[src/rtl/mips32_boot_pkg.sv]
// Shared types and constants for the MIPS32 boot loader: FSM states, error codes, HLT opcode.
package mips32_boot_pkg;

    typedef enum logic [2:0] {
        IDLE  = 3'd0,
        LOAD  = 3'd1,
        START = 3'd2,
        RUN   = 3'd3,
        DONE  = 3'd4,
        ERR   = 3'd5
    } boot_state_e;

    localparam logic [1:0] BOOT_OK    = 2'd0;
    localparam logic [1:0] BOOT_OVF   = 2'd1;
    localparam logic [1:0] BOOT_NOHLT = 2'd2;
    localparam logic [1:0] BOOT_WDOG  = 2'd3;

    localparam logic [5:0] OPC_HLT = 6'h3f;

endpackage

[src/rtl/mips32_run_watchdog.sv]
// Saturating run-length counter with RUN_LIMIT compare; count updates one cycle after i_en,
// no backpressure. o_timeout is a level decoded from the registered count.
module mips32_run_watchdog #(
    parameter int CNT_W     = 16,
    parameter int RUN_LIMIT = 1024
) (
    input  logic             clk1,
    input  logic             rst_n,
    input  logic             i_clr,
    input  logic             i_en,
    input  logic             i_halted,
    output logic [CNT_W-1:0] o_count,
    output logic             o_timeout
);

    localparam logic [CNT_W-1:0] LIMIT = CNT_W'(RUN_LIMIT);

    logic [CNT_W-1:0] r_count;

    // Stops at LIMIT so the count can never wrap back below the watchdog threshold.
    always_ff @(posedge clk1 or negedge rst_n) begin
        if (!rst_n) begin
            r_count <= '0;
        end else if (i_clr) begin
            r_count <= '0;
        end else if (i_en && !i_halted && (r_count < LIMIT)) begin
            r_count <= r_count + CNT_W'(1);
        end
    end

    assign o_count   = r_count;
    assign o_timeout = (r_count >= LIMIT);

endmodule

[src/rtl/mips32_boot_loader.sv]
// Streams a program into instruction memory (1-cycle write latency, 1 word/cycle, in_ready low
// outside LOAD), then releases the core with a one-cycle start pulse and times its run to HLT.
module mips32_boot_loader
    import mips32_boot_pkg::*;
#(
    parameter int         ADDR_W    = 10,
    parameter logic [5:0] HLT_OPC   = OPC_HLT,
    parameter int         RUN_LIMIT = 1024,
    parameter int         CNT_W     = 16
) (
    input  logic              clk1,
    input  logic              rst_n,
    input  logic              load_req,
    input  logic              in_valid,
    output logic              in_ready,
    input  logic [31:0]       in_data,
    input  logic              in_last,
    output logic              mem_we,
    output logic [ADDR_W-1:0] mem_addr,
    output logic [31:0]       mem_wdata,
    output logic              core_hold,
    output logic              core_start,
    input  logic              core_halted,
    output logic [ADDR_W:0]   words_loaded,
    output logic [CNT_W-1:0]  run_cycles,
    output logic              boot_done,
    output logic [1:0]        boot_err
);

    localparam logic [ADDR_W:0] TOP_ADDR = (ADDR_W+1)'((1 << ADDR_W) - 1);

    boot_state_e       r_state;
    logic              r_in_ready;
    logic              r_mem_we;
    logic [ADDR_W-1:0] r_mem_addr;
    logic [31:0]       r_mem_wdata;
    logic              r_core_hold;
    logic              r_core_start;
    logic [ADDR_W:0]   r_words;
    logic              r_boot_done;
    logic [1:0]        r_err;

    logic w_accept;
    logic w_is_hlt;
    logic w_at_top;
    logic w_load_go;
    logic w_start_pend;
    logic w_timeout;

    assign w_accept     = (r_state == LOAD) && r_in_ready && in_valid;
    assign w_is_hlt     = (in_data[31:26] == HLT_OPC);
    assign w_at_top     = (r_words == TOP_ADDR);
    assign w_load_go    = load_req && (r_state inside {IDLE, DONE, ERR});
    // In LOAD with in_ready low, the final HLT word is being written this cycle.
    assign w_start_pend = (r_state == LOAD) && !r_in_ready;

    mips32_run_watchdog #(
        .CNT_W     (CNT_W),
        .RUN_LIMIT (RUN_LIMIT)
    ) u_wdog (
        .clk1      (clk1),
        .rst_n     (rst_n),
        .i_clr     (w_load_go || w_start_pend),
        .i_en      ((r_state == START) || (r_state == RUN)),
        .i_halted  ((r_state == RUN) && core_halted),
        .o_count   (run_cycles),
        .o_timeout (w_timeout)
    );

    always_ff @(posedge clk1 or negedge rst_n) begin
        if (!rst_n) begin
            r_state      <= IDLE;
            r_in_ready   <= 1'b0;
            r_mem_we     <= 1'b0;
            r_mem_addr   <= '0;
            r_mem_wdata  <= '0;
            r_core_hold  <= 1'b1;
            r_core_start <= 1'b0;
            r_words      <= '0;
            r_boot_done  <= 1'b0;
            r_err        <= BOOT_OK;
        end else begin
            r_mem_we     <= w_accept;
            r_core_start <= 1'b0;
            if (w_accept) begin
                r_mem_addr  <= r_words[ADDR_W-1:0];
                r_mem_wdata <= in_data;
                r_words     <= r_words + (ADDR_W+1)'(1);
            end
            case (r_state)
                IDLE, DONE, ERR: begin
                    if (load_req) begin
                        r_state     <= LOAD;
                        r_in_ready  <= 1'b1;
                        r_words     <= '0;
                        r_boot_done <= 1'b0;
                        r_err       <= BOOT_OK;
                    end
                end
                LOAD: begin
                    if (w_start_pend) begin
                        r_state      <= START;
                        r_core_start <= 1'b1;
                        r_core_hold  <= 1'b0;
                    end else if (w_accept && in_last) begin
                        r_in_ready <= 1'b0;
                        if (!w_is_hlt) begin
                            r_state <= ERR;
                            r_err   <= BOOT_NOHLT;
                        end
                    end else if (w_accept && w_at_top) begin
                        r_in_ready <= 1'b0;
                        r_state    <= ERR;
                        r_err      <= BOOT_OVF;
                    end
                end
                START: r_state <= RUN;
                RUN: begin
                    if (core_halted) begin
                        r_state     <= DONE;
                        r_boot_done <= 1'b1;
                        r_core_hold <= 1'b1;
                    end else if (w_timeout) begin
                        r_state     <= ERR;
                        r_err       <= BOOT_WDOG;
                        r_core_hold <= 1'b1;
                    end
                end
                default: r_state <= IDLE;
            endcase
        end
    end

    assign in_ready     = r_in_ready;
    assign mem_we       = r_mem_we;
    assign mem_addr     = r_mem_addr;
    assign mem_wdata    = r_mem_wdata;
    assign core_hold    = r_core_hold;
    assign core_start   = r_core_start;
    assign words_loaded = r_words;
    assign boot_done    = r_boot_done;
    assign boot_err     = r_err;

endmodule
[config.mk]
export PLATFORM = sky130hd
export DESIGN_NAME = mips32_boot_loader
export DESIGN_NICKNAME = d
export VERILOG_FILES = /design/src/rtl/mips32_boot_pkg.sv /design/src/rtl/mips32_run_watchdog.sv /design/src/rtl/mips32_boot_loader.sv
export SDC_FILE = /design/constraint.sdc
export NUM_CORES = 1
export LEC_CHECK = 0
export BUFFER_PORTS_ARGS = -buffer_cell sky130_fd_sc_hd__buf_4
export CAP_MARGIN = 20
export CORE_ASPECT_RATIO = 0.75
export CORE_MARGIN = 1.5
export CORE_UTILIZATION = 54
export DETAILED_ROUTE_END_ITERATION = 16
export GPL_TIMING_DRIVEN = 0
export PLACE_DENSITY = 0.88
export SLEW_MARGIN = 25
export SYNTH_ARGS = -nofsm -noshare
export SYNTH_HDL_FRONTEND = slang
export SYNTH_SLANG_ARGS = --single-unit
export TNS_END_PERCENT = 30
[constraint.sdc]
create_clock -name clk1 -period 4.4 [get_ports clk1]
set_input_delay 0.88 -clock clk1 [delete_from_list [all_inputs] [get_ports clk1]]
set_output_delay 0.88 -clock clk1 [all_outputs]
set_load 0.01 [all_outputs]
; Word level (Yosys, flattened, before mapping)
; Cells that the tools add are included.
[word_totals]
output_inout_bits = 76
regBits = 79
memories = 0
romBits = 0
latch_bits = 0
in_bits = 38
elab_cells = 94
ram_bits = 0
[op_classes]
div_mod_pow = 0
multipliers = 0
add_sub_neg = 2
n_reduce_logical = 26
magnitude_cmp = 2
n_bitwise = 0
shift = 0
mux = 35
eq_ne = 18
[ops]
columns = op, n
row1 = two-way mux 11 bit, 3
row2 = two-way mux 16 bit, 2
row3 = two-way mux 3 bit, 7
row4 = adder 16 x 1 -> 16 bit (second input constant), 1
row5 = greater-or-equal comparator 16 x 11 -> 1 bit (second input constant), 1
row6 = < comparator 16 x 11 -> 1 bit (second input constant), 1
row7 = two-way mux 2 bit, 7
row8 = case mux 3 bit (4 select lines), 1
row9 = adder 11 x 1 -> 11 bit (second input constant), 1
row10 = == test 11 x 10 -> 1 bit (second input constant), 1
row11 = two-way mux 1 bit, 11
row12 = inequality test 2 bit (second input constant), 5
row13 = logical AND 1 bit, 9
row14 = AND reduction 4 bit, 2
row15 = nonzero test 2 bit, 4
row16 = AND reduction 7 bit, 1
row17 = == test 3 x 2 -> 1 bit (second input constant), 2
row18 = == test 3 bit (second input constant), 2
row19 = == test 6 bit (second input constant), 1
row20 = case mux 1 bit (2 select lines), 3
row21 = case mux 2 bit (3 select lines), 1
row22 = AND reduction 3 bit, 2
row23 = nonzero test 3 bit, 2
row24 = inequality test 4 x 2 -> 1 bit (second input constant), 1
row25 = other kinds (10), 12

; Logic depth before layout (Yosys ltp)
[depth]
ltp_word = 8
depth_mapped = 7
ltp_nobuf = 6

; By module
; A second synthesis with hierarchy kept.
[hier_totals]
cells_unflattened = 361
hier_area_um2 = 3433.3
[by_module_without_submodules]
columns = module, n_inst, area_per_inst_um2, seq_area_each_um2, cells_per_inst
row1 = mips32_boot_loader, 1, 2651.3, 1577.8, 288
row2 = mips32_run_watchdog, 1, 782.0, 400.4, 73

; Least setup slack after synthesis
; No wires, ideal clock.
[synth_timing]
path_kind = in2reg
from = input port in_last
to = register r_state[0]
slack_ns = 2.421
cell_stages = 5
path_buffers = 0
t_arrival_ns = 1.854
path_cell_list = nand3_1 > nor3_1 > a21oi_1 > o32ai_1 > mux2_2
[synth_via]
elab_chain_len = 4
word_cells_on_any_way = 7
cone_classes = 2 x eq/ne / 3 x mux / 2 x reduce/logical
[synth_lines]
columns = item, line_no
row1 = "start, declared", mips32_boot_loader.sv:17  ; input logic in_last,
row2 = logical AND 1 bit (*), mips32_boot_loader.sv:105  ; end else if (w_accept && in_last) begin
row3 = two-way mux 3 bit, mips32_boot_loader.sv:105
row4 = two-way mux 3 bit, mips32_boot_loader.sv:101  ; if (w_start_pend) begin
row5 = case mux 3 bit (4 select lines), mips32_boot_loader.sv:90  ; case (r_state)
row6 = "end signal, assigned", mips32_boot_loader.sv:93  ; r_state <= LOAD;
row7 = "end signal, assigned", mips32_boot_loader.sv:102  ; r_state <= START;
row8 = "end signal, assigned", mips32_boot_loader.sv:108  ; r_state <= ERR;
row9 = "end, declared", mips32_boot_loader.sv:32  ; boot_state_e r_state;
; Every way passes the cells marked *; elsewhere a longest branch is shown, timed or not.
; A chain may end at the register's enable or synchronous reset.

; Worst setup path after layout
[layout_timing]
from = register r_words[0] (netlist: words_loaded[0])
to = register r_err[1] (netlist: boot_err[1])
[layout_via]
elab_chain_len = 4
[layout_lines]
columns = item, line_no
row1 = "start, declared", mips32_boot_loader.sv:39  ; logic [ADDR_W:0] r_words;
row2 = "start signal, assigned", mips32_boot_loader.sv:88  ; r_words <= r_words + (ADDR_W+1)'(1);
row3 = == test 11 x 10 -> 1 bit, mips32_boot_loader.sv:52  ; assign w_at_top = (r_words == TOP_ADDR);
row4 = logical AND 1 bit, mips32_boot_loader.sv:111  ; end else if (w_accept && w_at_top) begin
row5 = inequality test 3 x 1 -> 1 bit (no line), -
row6 = AND reduction 7 bit (no line), -
row7 = "end signal, assigned", mips32_boot_loader.sv:109  ; r_err <= BOOT_NOHLT;
row8 = "end signal, assigned", mips32_boot_loader.sv:114  ; r_err <= BOOT_OVF;
row9 = "end signal, assigned", mips32_boot_loader.sv:125  ; r_err <= BOOT_WDOG;
row10 = "end, declared", mips32_boot_loader.sv:41  ; logic [1:0] r_err;
; No other way between the ends.

==> results_dict.tcl <==
set metrics [dict create \
    cts_max_path_buffers 2 \
    crit_type "reg -> reg" \
    drtIter0Drc 197 \
    relSlewSlack_pct 53.25 \
    die_x_um 94.25 \
    period_share_pct 49.40 \
    start_kind "register" \
    synth_top_family_by_area "multiplexers" \
    vias 2669 \
    grt_max_degree 80 \
    maxCapViolations 0 \
    synthAdderAreaFrac_pct 1.113 \
    finalCriticalPeriod_ps 2174 \
    p_leak_uw 0.002258 \
    holdCritPathClass "reg -> reg" \
    ys_ff_latch 79 \
    setup_violations 0 \
    synthSimpleGateAreaFrac_pct 12.95 \
    via_per_inst 5.537 \
    synth.distinct_cells 41 \
    worstPathRequired_ps 4630 \
    seq_area_frac_synth_pct 58.66 \
    rows 24 \
    grt_antenna_before_repair 0 \
    slew_viol_final 0 \
    synthMuxAreaShare_pct 15.32 \
    arrival_ps 2400 \
    numCtsBuffers 9 \
    synth_edf_count 0 \
    synth_async_sr_flop_share_pct 100.0 \
    ant_nets 0 \
    power_density_mw_per_mm2 598.7 \
    pre_cts_ws_ps 2168 \
    synth_top_area_share_pct 57.88 \
    core_area_mm2 0.005916 \
    die_h_um 71.44 \
    fin_nets 440 \
    remaining_drc_errors 0 \
    antennaDiodeCount 0 \
    track_usage_pct 25.42 \
    fmax_mhz 460.0 \
    gp_congestion 0.9080 \
    post_cts_buffers 0 \
    status "finished clean" \
    synth_area_leaders "dfrtp_1 (58%), mux2_2 (15%), nor2_1 (3.1%)" \
    cts_tree "built" \
    place.port_buffers 113 \
    clkTransAtPathRegs_ps 70 \
    hold_violations 0 \
    rsz0062_at_grt "no" \
    synth_most_common_cell "dfrtp_1" \
    grt_overflow 0 \
    multi_input_area_mm2 0.001315 \
    htreeDepth 3 \
    synthesis.area_mm2 0.003372 \
    path_max_fanout 5 \
    worst_slack_ps 2226 \
    finish.utilization_pct 76.84 \
    cts_root_buf "clkbuf_8" \
    synthCells 275 \
    skew_ps 11.90 \
    post_drt_wl_per_cell_um 16.67 \
    cts_hold_buffers 0 \
    syn-num-nets 316 \
    final_layout_size_suffix_gt1_share_pct 45.79 \
    synth-compound-area-share_pct 5.455 \
    synth_top_area_cell "dfrtp_1" \
    clock_latency_ps 340 \
    clock-sinks 79 \
    hpwl_um 5587 \
    grt_pass1_wl_um 13140 \
    yosys.area_share.xor_xnor_pct 4.156 \
    regArea_mm2 0.001978 \
    die_area_mm2 0.006732 \
    io_pins 114 \
    tightestPinTransition_ps 701.2 \
    fillers 410 \
    cts_resized 0 \
    synth_warnings 0 \
    firstDrtPassIters 4 \
    ir_drop_uv 461.8 \
    fin_tns_setup_ps 0 \
    syn_to_final_growth_pct 34.81 \
    initial_core_util_pct 57.00 \
    syn_avg_cell_area_um2 12.26 \
    routed_wl_um 8037 \
    grt_pass1_vias 2703 \
    synthTopCellsByCount "dfrtp_1 (78), mux2_2 (45), nor2_1 (28)" \
    cp-end-kind "register" \
    synth_ff_type "dfrtp_1" \
]
## placed cells by master (no fill, tap or decap), types with 2 or more instances in the layout
| master | netlist | layout |
|---|---|---|
| a21oi_1 | 13 | 13 |
| a31oi_1 | 3 | 3 |
| and3_1 | 5 | 5 |
| and4_1 | 2 | 2 |
| buf_2 | 3 | 3 |
| buf_4 | 4 | 116 |
| bufinv_16 | 0 | 2 |
| clkbuf_1 | 4 | 6 |
| clkbuf_8 | 0 | 11 |
| dfrtp_1 | 78 | 78 |
| ha_1 | 3 | 3 |
| inv_1 | 5 | 5 |
| mux2_2 | 45 | 45 |
| nand2_1 | 15 | 15 |
| nand3_1 | 8 | 8 |
| nand4_1 | 6 | 6 |
| nor2_1 | 28 | 28 |
| nor2b_1 | 6 | 6 |
| nor3_1 | 4 | 4 |
| o21ai_0 | 5 | 5 |
| or3_1 | 2 | 2 |
| xnor2_1 | 7 | 7 |
| xor2_1 | 9 | 9 |
## layer usage
layer	up-vias	part of all wire [%]	track usage, %
met3	4	8.3	10.40
met1	1336	40	32.62
li1	1213	-	-
met2	116	52	41.49
met4	0	0.30	4.312
met5	-	0	0
## path summary, 6_finish.rpt
check	start	end	cells past startpoint	slack, ps
min in group asynchronous	rst_n	mem_wdata[3]	1	540
min reg2reg	mem_addr[6]	mem_addr[6]	1	510
min	mem_addr[6]	mem_addr[6]	1	510
max reg2reg	words_loaded[0]	boot_err[1]	6	2230
max in group asynchronous	rst_n	mem_addr[9]	1	3360
max	words_loaded[0]	boot_err[1]	6	2230
## worst max-delay path, cell delays in order, from the launching register on
cell	delay [ps]
dfrtp_1	460
ha_1	300
nand2_1	80
or4_1	530
o211ai_1	320
nand3_1	130
a32o_1	240
## final cells by class
| cell class | instances | share of cell area (%) |
|---|---|---|
| well taps | 78 | 2.147 |
| repair buffers | 113 | 18.74 |
| multi-input cells | 180 | 28.93 |
| flip-flops and latches | 79 | 43.52 |
| inverters | 5 | 0.4129 |
| clock buffers | 13 | 3.496 |
| clock inverters | 3 | 1.431 |
| plain buffers | 11 | 1.321 |
## flip-flops by register name (all words and copies together), names as in the netlist
register        cells
words_loaded       11
mem_addr           10
core_hold           1
core_start          1
r_state             3
u_wdog.o_count     16
in_ready            1
boot_err            2
boot_done           1
mem_wdata          32
mem_we              1
## per-stage QoR
stage / instance area [µm²] / cells / total power (µW) / hold WS [ps]
after floorplan: 3372 / 275 / 1644 / 466.7
after global placement: 4318 / 466 / 2075 / 491.1
after detailed placement: 4318 / 466 / 2127 / 497.1
after CTS: 4542 / 482 / 2742 / 515.2
after global routing: 4546 / 482 / 2879 / 535.4
final: 4546 / 482 / 2722 / 511.5
## kinds of logic after synthesis
logic type / count (synthesis)
compound gates: 30
fa+ha+maj: 3
flops: 79
buf+inv: 16
simple gates: 85
xor+xnor: 16
mux: 46
## report_power, final
part,leakage (µW),internal [µW],switching (µW)
Combinational,0.00112,536,501
Sequential,0.00102,942,142
Clock,0.000114,350,251
Note: power is estimated with default switching activity, not from simulation.
